--- src/rtl/alu_operand_sel.sv ---
// alu_operand_sel: registered ALU source-B operand select with a 2-entry valid/ready skid stage.
// Optional err_count/err_clr ports are enabled by defining ALU_OPERAND_SEL_ERRCNT_EN.
module alu_operand_sel #(
    parameter int WIDTH     = 32,
    parameter int NUM_IN    = 4,
    parameter int SEL_W     = 2,
    parameter int CONST_IDX = 1,
    parameter int CONST_VAL = 4
) (
    input  logic                    clk,
    input  logic                    reset_n,
    input  logic [NUM_IN*WIDTH-1:0] in_data,
    input  logic [SEL_W-1:0]        in_sel,
    input  logic                    in_valid,
    output logic                    in_ready,
    output logic [WIDTH-1:0]        out_data,
    output logic [SEL_W-1:0]        out_sel,
    output logic                    out_err,
    output logic                    out_valid,
    input  logic                    out_ready
`ifdef ALU_OPERAND_SEL_ERRCNT_EN
    ,
    input  logic                    err_clr,
    output logic [7:0]              err_count
`endif
);
    logic [WIDTH-1:0] chan [2**SEL_W];
    logic [WIDTH-1:0] sel_data, skid_data;
    logic [SEL_W-1:0] skid_sel;
    logic             sel_err, skid_err, skid_full;

    // Unused select codes map to zero so the lookup never indexes past in_data.
    for (genvar k = 0; k < 2**SEL_W; k++) begin : g_chan
        if (k == CONST_IDX) begin : g_const
            assign chan[k] = WIDTH'(CONST_VAL);
        end else if (k < NUM_IN) begin : g_in
            assign chan[k] = in_data[k*WIDTH +: WIDTH];
        end else begin : g_zero
            assign chan[k] = '0;
        end
    end

    if (CONST_IDX < NUM_IN) begin : g_ign
        logic unused_const;
        assign unused_const = ^in_data[CONST_IDX*WIDTH +: WIDTH];
    end

    assign sel_err  = {1'b0, in_sel} >= (SEL_W+1)'(NUM_IN);
    assign sel_data = chan[in_sel];
    assign in_ready = !skid_full;

    always_ff @(posedge clk or negedge reset_n) begin
        if (!reset_n) begin
            out_valid <= 1'b0;
            out_data  <= '0;
            out_sel   <= '0;
            out_err   <= 1'b0;
            skid_full <= 1'b0;
            skid_data <= '0;
            skid_sel  <= '0;
            skid_err  <= 1'b0;
        end else if (skid_full) begin
            if (out_ready) begin
                out_data  <= skid_data;
                out_sel   <= skid_sel;
                out_err   <= skid_err;
                skid_full <= 1'b0;
            end
        end else if (in_valid) begin
            if (!out_valid || out_ready) begin
                out_data  <= sel_data;
                out_sel   <= in_sel;
                out_err   <= sel_err;
                out_valid <= 1'b1;
            end else begin
                skid_data <= sel_data;
                skid_sel  <= in_sel;
                skid_err  <= sel_err;
                skid_full <= 1'b1;
            end
        end else if (out_ready) begin
            out_valid <= 1'b0;
        end
    end

`ifdef ALU_OPERAND_SEL_ERRCNT_EN
    always_ff @(posedge clk or negedge reset_n) begin
        if (!reset_n)
            err_count <= '0;
        else if (err_clr)
            err_count <= '0;
        else if (in_valid && in_ready && sel_err && err_count != 8'hFF)
            err_count <= err_count + 8'd1;
    end
`endif
endmodule

--- config.mk ---
export PLATFORM = sky130hd
export DESIGN_NAME = alu_operand_sel
export DESIGN_NICKNAME = d
export VERILOG_FILES = /design/src/rtl/alu_operand_sel.sv
export SDC_FILE = /design/constraint.sdc
export NUM_CORES = 1
export LEC_CHECK = 0
export CAP_MARGIN = 20
export CORE_MARGIN = 2
export CORE_UTILIZATION = 25
export CTS_CLUSTER_SIZE = 24
export DETAILED_ROUTE_END_ITERATION = 8
export PLACE_DENSITY_LB_ADDON = 0.3
export SETUP_SLACK_MARGIN = 0.1
export SKIP_CTS_REPAIR_TIMING = 1
export SLEW_MARGIN = 20
export SYNTH_ARGS = -nofsm -noshare
export SYNTH_HDL_FRONTEND = slang
export SYNTH_SLANG_ARGS = --single-unit
export TNS_END_PERCENT = 5
--- constraint.sdc ---
create_clock -name clk -period 1.8 [get_ports clk]
set_clock_uncertainty 0.05 [all_clocks]
set_input_delay 0.36 -clock clk [delete_from_list [all_inputs] [get_ports clk]]
set_output_delay 0.36 -clock clk [all_outputs]
set_load 0.01 [all_outputs]
### Word-level counts from Yosys, hierarchy flattened

Cells that the tools add are included.

| word-level totals | value |
|---|---|
| register bits | 71 |
| latch bits | 0 |
| bits in writable memories | 0 |
| memory bits (read-only) | 0 |
| bits of input ports | 134 |
| output and inout bits | 37 |
| memories kept | 0 |

| cells by class | value |
|---|---|
| add/subtract/negate cells | 0 |
| multipliers | 0 |
| divide/modulo/power cells | 0 |
| $lt $le $gt $ge | 1 |
| equality and inequality tests | 2 |
| shift-type cells | 0 |
| multiplexer cells | 21 |
| bitwise logic cells | 3 |
| reduce and logical (&&, ||, !) cells | 9 |

Operators with widths:

| kind | number |
|---|---|
| two-way mux 32 bit | 6 |
| binary-select mux 32 bit (select 2 bit) | 1 |
| two-way mux 1 bit | 10 |
| AND reduction 3 bit | 3 |
| two-way mux 2 bit | 4 |
| nonzero test 2 bit | 3 |
| greater-or-equal comparator 3 bit (second input constant) | 1 |
| NOT 2 -> 3 bit | 1 |
| zero test 1 bit | 2 |
| inequality test 2 x 1 -> 1 bit (second input constant) | 1 |
| inequality test 2 bit (second input constant) | 1 |
| NOT 1 bit | 2 |
| logical OR 1 bit | 1 |

### Longest topological paths before layout

| logic depth | value |
|---|---|
| depth after elaboration | 7 |
| gate-level depth with buffers | 6 |

### Worst setup path after synthesis

Ideal clock, no wire load.

| path | value |
|---|---|
| kind | input -> register |
| start | in in_sel[1] |
| end | reg out_data[25] |
| setup time | 0.134 ns |
| arrival | 1.325 ns |
| data required time | 1.616 ns |
| setup slack | 0.291 ns |
| stages on the path | 5 |
| path through | buf_2 -> buf_2 -> mux2i_1 -> a2bb2oi_1 -> o211ai_2 |

| on the way | value |
|---|---|
| longest elaborated chain between the ends | 7 |

RTL lines:

| element | RTL line | source |
|---|---|---|
| from (decl) | 13 | `input logic [SEL_W-1:0] in_sel,` |
| NOT 2 -> 3 bit (not written as such) | 49 | `assign sel_data = chan[in_sel];` |
| binary-select mux 32 bit (select 2 bit) | 49 |  |
| two-way mux 32 bit (not written as such) (2 in a row) | 49 |  |
| two-way mux 32 bit | 70 | `if (!out_valid \|\| out_ready) begin` |
| two-way mux 32 bit | 69 | `end else if (in_valid) begin` |
| two-way mux 32 bit | 62 | `end else if (skid_full) begin` |
| to (signal assigned) | 64 | `out_data <= skid_data;` |
| to (signal assigned) | 71 | `out_data <= sel_data;` |
| to (decl) | 16 | `output logic [WIDTH-1:0] out_data,` |

Every way passes these cells. The select of a mux whose other input is x is not followed.
A chain may end at the register's enable or synchronous reset.

### Worst setup path in the final report

| path | value |
|---|---|
| start | reg out_sel[1] |
| end | out out_sel[1] |

RTL lines:

| element | RTL line | source |
|---|---|---|
| from (decl) | 17 | `output logic [SEL_W-1:0] out_sel,` |
| from (signal assigned) | 65 | `out_sel <= skid_sel;` |
| from (signal assigned) | 72 | `out_sel <= in_sel;` |

No word-level cell between the ends.

==> flow_summary.toml <==
[synthesis]
synth_nets = 488
synth_top_cell_by_area = "dfrtp_1"
synth.top_cell.area_share_pct = 47.52
synthCells = 354
ys_ff_latch = 70
synth.avg_cell_area_um2 = 10.41
synthDistinctLibCells = 24
yosysSeqAreaShare_pct = 47.52
synth_warnings = 0
synth.cell_area_um2 = 3686
synth_area_leaders = "dfrtp_1 (48%), o211ai_2 (10%), mux2i_1 (9.2%), a2bb2oi_1 (7.4%), o21ai_0 (5.2%)"

[clock_tree]
clkTransAtPathRegs_ns = 0.06
cts_root_buf = "clkbuf_16"
clockBufferDepth = 2
cts_buffers = 9
cts_sinks = 70
htreeDepth = 3
clock_latency_ns = 0.33
cts_tree = "done"

[critical_path]
critical-path-max-stage-delay_ns = 0.56
arrival_ns = 1.24
path_cells = "clkdlybuf4s50_1"
endpoint_kind = "output port"
slowest_stage = "clkdlybuf4s50_1"
r2r_cells = 5
reg2reg_to = "out_data[27]"
crit_family = "buffers and inverters"
r2r_start = "skid_full"
worst-path-buf-inv = 1
worstPathRequired_ns = 1.39
cp-start-kind = "flop"
path_class = "reg2out"
cp_max_fo = 2
r2r_slack_ns = 0.16

[grt]
antenna_found_initial = 0
first_global_vias = 3625
grt_pass1_wl_mm = 18.87
overflow = 0
grt_max_degree = 38
track_usage_pct = 14.99

[route]
met1_length_mm = 5.056
vias_per_cell = 4.906
drc_errors = 0
routed.top_layer = "met4"
first_pass_iters = 4
wirelength_mm = 11.53
dr_wl_met2_mm = 5.719
met3WireLength_um = 628
wl_per_cell_um = 16.90
vias = 3346
final_antenna_net_count = 0
drt_iter0_markers = 229

[timing]
worst_slack_ns = 0.1465
maxSlewViolCount = 0
final.min_clock_period_ns = 1.654
hold_viol_final = 0
hold_ws_ns = 0.3928
rsz0062_at_grt = "false"
fin_crit_sh_pct = 91.86
max_freq_mhz = 604.8
finalSetupViolCount = 0

[die]
chipHeight_um = 125.4
boundaryPins = 171
die-area_um2 = 15730
dieWidth_um = 125.4
start_util_pct = 25.46
rows = 44
core_um2 = 14480

[finish]
multiInputGateArea_um2 = 1743
layoutNonFillerInstCount = 682
nets = 627
drive_above_1_share_pct = 17.27
diodes = 0
final-seq-area_um2 = 1752
area_delta_synth_final_pct = 55.53
nFillCells = 1445
finalCoreUtilization_pct = 39.60

[power]
leakagePower_nw = 2.454
p_clk_share_pct = 28.8
switching_power_mw = 1.927
powerDensity_nw_per_um2 = 1091
p_int_mw = 4.326
swShare_pct = 30.82
total_power_mw = 6.254
power_frac_comb_pct = 33.2
seqPwrFrac_pct = 38.0
ir_worst_vdd_mv = 0.4094

[status]
outcome = "finished, final reports clean"

[hold_path]
min_from = "out_ready"
min_path_type = "in2reg"
worstHoldEndpoint = "out_data[19]"
whs_path_depth = 4

[placed_design]
placed_cells = 663
hpwl_mm = 8.350
gp_congestion = 0.7253
pre_cts_slack_ns = -0.1646
io_buffers = 137

[run]
cap_violations = 0
## kinds of logic after synthesis
| family | after synthesis | share of synthesized area, % |
|---|---|---|
| other | 1 | 0.1017 |
| AO/OA/AOI/OAI | 135 | 28.14 |
| AND/OR/NAND/NOR | 69 | 8.554 |
| buffers and inverters | 42 | 5.533 |
| multiplexers | 37 | 10.15 |
| flip-flops | 70 | 47.52 |
## worst max path at each step
stage	start	endpoint	slack, ns	depth (start not counted)
2_1_floorplan	in_sel[1]	out_data[25]	0.29	5
3_3_place_gp	in_valid	out_data[31]	-0.12	5
3_5_place_dp	in_valid	out_data[6]	-0.16	6
4_1_cts	skid_full	in_ready	-0.20	3
5_1_grt	skid_full	out_data[3]	0.10	5
6_report	out_sel[1]	out_sel[1]	0.15	1
## metal layers
layer	vias to the layer above	track usage [%]
met2	107	25.66
met1	1642	18.92
met5	-	0
li1	1586	-
met3	11	3.894
met4	0	3.595
## flip-flops by register name, indices dropped and copies added, names as in the netlist
signal	flops
out_valid	1
out_data	32
skid_full	1
out_sel	2
skid_sel	2
skid_data	32
## area by class of cell
| class | count | area share, % |
|---|---|---|
| clock buffer | 9 | 3.928 |
| clock inverter | 7 | 1.397 |
| sequential | 70 | 30.55 |
| tap | 184 | 4.016 |
| timing repair buffer | 166 | 29.44 |
| multi-input combinational | 242 | 30.40 |
| inverter | 4 | 0.2619 |
## cells in the final DEF (no fill, tap or decap), types with 4 or more instances in the layout
cell type and instances:
buf_12 7, o21ai_0 38, buf_4 19, inv_1 4, dlymetal6s2s_1 6, mux2i_1 34
clkdlybuf4s50_1 127, nand3_1 32, a2bb2oi_1 31, clkbuf_16 9, o211ai_2 30, nor2_1 31
dfrtp_1 70, a21oi_1 31
## power groups by stage
| stage | clock (mW) | combinational (mW) | sequential, mW |
|---|---|---|---|
| after CTS | 1.86 | 2.10 | 2.38 |
| after global placement | 0 | 2.03 | 2.37 |
| after floorplan | 0 | 0.918 | 2.45 |
| after detailed placement | 0 | 2.09 | 2.40 |
| after global routing | 1.95 | 2.27 | 2.44 |
| final | 1.80 | 2.08 | 2.38 |
## synth_stat cells, drive strengths merged
master	number
dfrtp	70
o21ai	38
mux2i	34
nand3	32
nor2	32
o211ai	32
a21oi	31
a2bb2oi	31
clkbuf	20
buf	18
inv	4
mux2	3
a21o	1
and2	1
and4bb	1
conb	1
nand2	1
o21ba	1
o22ai	1
or2	1
or3	1
## through the flow
stage	area (µm²)	TNS (ns)
2_1_floorplan	3686	0
3_3_place_gp	5368	-3.458
6_report	5733	0
3_5_place_dp	5368	-5.699
4_1_cts	5673	-0.1989
5_1_grt	5733	0
Note: power is estimated with default switching activity, not from simulation.
